## config.mk

```make
export PLATFORM = sky130hd
export DESIGN_NAME = sram_rd_slave
export DESIGN_NICKNAME = d
export VERILOG_FILES = /design/src/rtl/sram_rd_slave.sv
export SDC_FILE = /design/constraint.sdc
export NUM_CORES = 1
export LEC_CHECK = 0
export ABC_AREA = 1
export CAP_MARGIN = 10
export CORE_MARGIN = 8
export CORE_UTILIZATION = 36
export DETAILED_ROUTE_END_ITERATION = 16
export PLACE_DENSITY = 0.77
export SYNTH_ARGS = -nofsm -noshare
export SYNTH_HDL_FRONTEND = slang
export SYNTH_SLANG_ARGS = --single-unit
```

## constraint.sdc

```tcl
create_clock -name clk -period 1.9 [get_ports clk]
set_input_delay 0.475 -clock clk [delete_from_list [all_inputs] [get_ports clk]]
set_output_delay 0.475 -clock clk [all_outputs]
set_load 0.03 [all_outputs]
```

## src/rtl/sram_rd_slave.sv

```systemverilog
`timescale 1ns/1ps
// AXI read slave: serves one AR burst at a time from a single-port SRAM with
// one-cycle read latency, returning beats on R with the latched ID and RLAST.
//
// Handshakes: a channel transfers on the rising edge where VALID and READY are
// both 1; VALID never depends combinationally on READY, and the payload holds
// stable while VALID is high and READY is low.
module sram_rd_slave #(
  parameter int MEM_AW = 14,
  parameter int ID_W   = 8,
  parameter int ADDR_W = 32,
  parameter int LEN_W  = 4,
  parameter int SIZE_W = 3,
  parameter int DATA_W = 32
) (
  input  logic              clk,
  input  logic              rst,
  input  logic [ID_W-1:0]   ARID,
  input  logic [ADDR_W-1:0] ARADDR,
  input  logic [LEN_W-1:0]  ARLEN,
  input  logic [SIZE_W-1:0] ARSIZE,
  input  logic [1:0]        ARBURST,
  input  logic              ARVALID,
  output logic              ARREADY,
  output logic [ID_W-1:0]   RID,
  output logic [DATA_W-1:0] RData,
  output logic [1:0]        RResp,
  output logic              RLast,
  output logic              RValid,
  input  logic              RReady,
  output logic              mem_en,
  output logic [MEM_AW-1:0] mem_addr,
  input  logic [DATA_W-1:0] mem_rdata,
  output logic [1:0]        dbg_state
);

  typedef enum logic [1:0] {
    IDLE = 2'd0,
    REQ  = 2'd1,
    LOAD = 2'd2,
    DATA = 2'd3
  } state_t;

  state_t              state_q, state_d;
  logic [ID_W-1:0]     id_q;
  logic [MEM_AW-1:0]   addr_q;
  logic [LEN_W-1:0]    len_q;
  logic [LEN_W-1:0]    cnt_q;
  logic                fixed_q;
  logic [DATA_W-1:0]   rdata_q;

  logic ar_fire;
  logic r_fire;
  logic last;

  // Size, byte offset and upper address bits carry no meaning for this slave.
  logic unused_bits;
  assign unused_bits = ^{ARSIZE, ARADDR[ADDR_W-1:MEM_AW+2], ARADDR[1:0]};

  assign last    = (cnt_q == len_q);
  assign ar_fire = ARVALID && ARREADY;
  assign r_fire  = RValid && RReady;

  always_comb begin
    state_d = state_q;
    case (state_q)
      IDLE:    if (ar_fire) state_d = REQ;
      REQ:     state_d = LOAD;
      LOAD:    state_d = DATA;
      DATA:    if (r_fire) state_d = last ? IDLE : REQ;
      default: state_d = IDLE;
    endcase
  end

  always_ff @(posedge clk or negedge rst) begin
    if (!rst) begin
      state_q <= IDLE;
      id_q    <= '0;
      addr_q  <= '0;
      len_q   <= '0;
      cnt_q   <= '0;
      fixed_q <= 1'b0;
      rdata_q <= '0;
    end else begin
      state_q <= state_d;
      if (ar_fire) begin
        id_q    <= ARID;
        addr_q  <= ARADDR[MEM_AW+1:2];
        len_q   <= ARLEN;
        fixed_q <= (ARBURST == 2'b00);
        cnt_q   <= '0;
      end
      if (state_q == LOAD) rdata_q <= mem_rdata;
      // addr_q wraps naturally at the top of the SRAM.
      if (r_fire && !last) begin
        cnt_q <= cnt_q + LEN_W'(1);
        if (!fixed_q) addr_q <= addr_q + MEM_AW'(1);
      end
    end
  end

  // ARREADY is gated by rst so it reads 0 throughout reset.
  assign ARREADY   = rst && (state_q == IDLE);
  assign RValid    = (state_q == DATA);
  assign RLast     = RValid && last;
  assign RData     = rdata_q;
  assign RID       = id_q;
  assign RResp     = 2'b00;
  assign mem_en    = (state_q == REQ);
  assign mem_addr  = addr_q;
  assign dbg_state = state_q;

endmodule

```

==> results.py <==
metrics = {
    "floorplan": {
        "die_w_um": 109,
        "coreArea_um2": 8590,
        "rows": 34,
        "initial_core_util_pct": 36.5,
        "pin_count": 147,
        "die_h_um": 109,
        "die_area_um2": 12000,
    },
    "worst_setup_path": {
        "critPathMaxFanout": 2,
        "cp_num_cells": 1,
        "arrival_ps": 1380,
        "slowest_stage": "clkdlybuf4s50_1",
        "crit_chain": "clkdlybuf4s50_1",
        "path_class": "flip-flop to output pin",
        "critPathBufInv": 1,
        "setup.worst_path.end_class": "output pin",
        "critPathMaxStageDelay_ps": 680,
        "start_kind": "flip-flop",
        "crit_required_ps": 1420,
        "cpLargestDelayFamily": "buffers and inverters",
        "ff2ff_path_depth": 10,
    },
    "cts": {
        "clockBufferDepth": 2,
        "cts_sinks": 65,
        "clk_latency_ps": 340,
        "htreeDepth": 3,
        "root_buffer": "clkbuf_8",
        "cts.clk_slew.worst_paths_ps": 80,
        "numCtsBuffers": 9,
        "cts_tree": "yes",
    },
    "timing": {
        "slew_violations": 0,
        "setup_tns_ps": 0,
        "fin_crit_ps": 1850,
        "max_freq_ghz": 0.540,
        "tightest_slew_ps": 838,
        "fin_worst_skew_ps": 8.54,
        "final.period_utilization_pct": 97.4,
        "hold_violations": 0,
        "setup_viol": 0,
        "slew_headroom_pct": 44.1,
    },
    "synth": {
        "synth-seq-cells": 65,
        "synth.most_common_cell": "nand2_1",
        "ys_types": 27,
        "synthCells": 344,
        "yosys.area.top_type_share_pct": 51.8,
        "synth_area_per_cell_um2": 9.12,
        "syn_area_um2": 3140,
        "synth_common_cells": "nand2_1, dfrtp_1, inv_1, mux2_2, o21ai_0",
        "synth_edf_count": 0,
        "async_flop_share_pct": 100,
        "synthTopCellsByArea": "dfrtp_1, nand2_1, mux2_2",
        "yosysTopAreaCell": "dfrtp_1",
        "ys_seq_area_share_pct": 51.8,
        "ys_warn_count": 0,
        "synthFlopType": "dfrtp_1",
    },
    "pwr": {
        "total_power_mw": 8.27,
        "peakVddDrop_mv": 1.08,
        "power_density_nw_per_um2": 1720,
        "p_leak_nw": 2.49,
    },
    "global_routing": {
        "groute.usage.overall_pct": 15.2,
        "antenna_found_initial": 1,
        "grt_pass1_vias": 2836,
        "grt_overflow_total": 0,
        "grt_pass1_wl_um": 14000,
        "grt_max_degree": 66,
    },
    "routing": {
        "drt_iter0_drc": 135,
        "detail-route-antenna-nets": 0,
        "first_pass_iters": 4,
        "num_vias": 2713,
        "vias_per_cell": 4.56,
        "post_drt_wl_per_cell_um": 14.6,
        "wirelength_um": 8680,
        "drcViolationCount": 0,
    },
    "worst_hold_path": {
        "hp-class": "input port to asynchronous set/reset pin",
    },
    "layout": {
        "stdcell_count": 595,
        "area_growth_pct": 52.8,
        "fill_cells": 784,
        "drive_above_1_share_pct": 16.7,
        "nets": 573,
    },
    "place": {
        "dp_cells": 572,
        "place.gp.congestion": 0.774,
        "io_buffers": 123,
        "dp_hpwl_um": 6600,
    },
    "run_status": {
        "outcome": "finished clean",
    },
    "run": {
        "maxCapViolCount": 0,
    },
}
==> path summary, 6_finish.rpt <==
path | from | endpoint | slack [ps]
setup reg to reg | dbg_state[0] | mem_addr[11] | 200
hold / removal | rst | RID[2] | 350
hold reg to reg | RID[3] | RID[3] | 470
min in group clk | RID[3] | RID[3] | 470
max in group asynchronous | rst | cnt_q[2] | 970
setup / recovery | RData[26] | RData[26] | 50
==> kinds of logic after synthesis <==
family	synth area share [%]
other	0.120
AOI/OAI and AO/OA	4.07
DFF	51.8
muxes	11.5
and+or+nand+nor	19.9
xor gates and xnor gates	3.07
buffers and inverters	6.74
adders and majority gates	2.79
==> area by class of cell <==
class,count,area [um^2],share of cell area [%]
Sequential cell,65,1630,34.0
Tap cell,108,135,2.82
Multi-Input combinational cell,232,1320,27.5
Clock buffer,13,159,3.31
Antenna cell,1,2.50,0.0522
Timing Repair Buffer,138,1390,29.1
Inverter,35,135,2.82
Clock inverter,3,23.8,0.496
==> metrics by stage <==
| step | hold slack (ps) | util (%) | worst slack (ps) | area, um^2 |
|---|---|---|---|---|
| after floorplan | 179 | - | 5.81 | 3140 |
| after global placement | 455 | 52.3 | -39.6 | 4500 |
| after detailed placement | 462 | 52.3 | -86.4 | 4500 |
| after CTS | 362 | 54.5 | 3.87 | 4680 |
| after global routing | 415 | 55.8 | -20.9 | 4790 |
| final | 353 | 55.8 | 49.2 | 4790 |
==> cells in the final DEF (no fill, tap or decap), types with 2 or more instances in the layout <==
master           netlist  routed
nand2_1              121     120
inv_1                 33      30
dlymetal6s2s_1         0      24
nand2_2                1       2
nor2_1                20      18
conb_1                 1       2
o21ai_0               21      21
dlygate4sd2_1          0      17
ha_1                   7       6
dfrtp_1               65      64
buf_4                  2      15
o21ai_1                2       2
clkinvlp_4             0       3
nor2_2                 2       4
clkdlybuf4s50_1        0      77
xor2_1                 9       9
inv_2                  2       4
buf_12                 0       2
clkbuf_8               0      11
mux2_1                 2       2
mux2_2                30      30
clkbuf_1               2       2
nand3_1                6       6
xnor2_1                2       2
==> flip-flops by register name, summed over array words and instances, names as in the netlist <==
signal	cells
len_q	4
RData	32
RID	8
dbg_state	2
mem_addr	14
fixed_q	1
cnt_q	4
==> report_power, final <==
group	leakage [nW]	total, mW	switching, mW	internal, mW
Clock	0.0863	1.10	0.550	0.551
Sequential	0.781	2.51	0.439	2.07
Combinational	1.62	4.66	2.68	1.98
==> what timing repair did <==
item	CTS	global route
setup endpoints to repair	19	34
hold buffers	0	0
pin swaps	1	1
resized for setup	19	34
buffers inserted	3	3
hold endpoints to repair	0	0
==> routing by layer <==
layer | vias up | global-route usage, % | share of wire [%]
met5 | - | 0 | 0
met4 | 0 | 7.62 | 2.5
met3 | 14 | 5.80 | 7.2
met2 | 69 | 26.2 | 53
met1 | 1284 | 16.0 | 38
li1 | 1346 | - | -
Note: power is estimated with default switching activity, not from simulation.
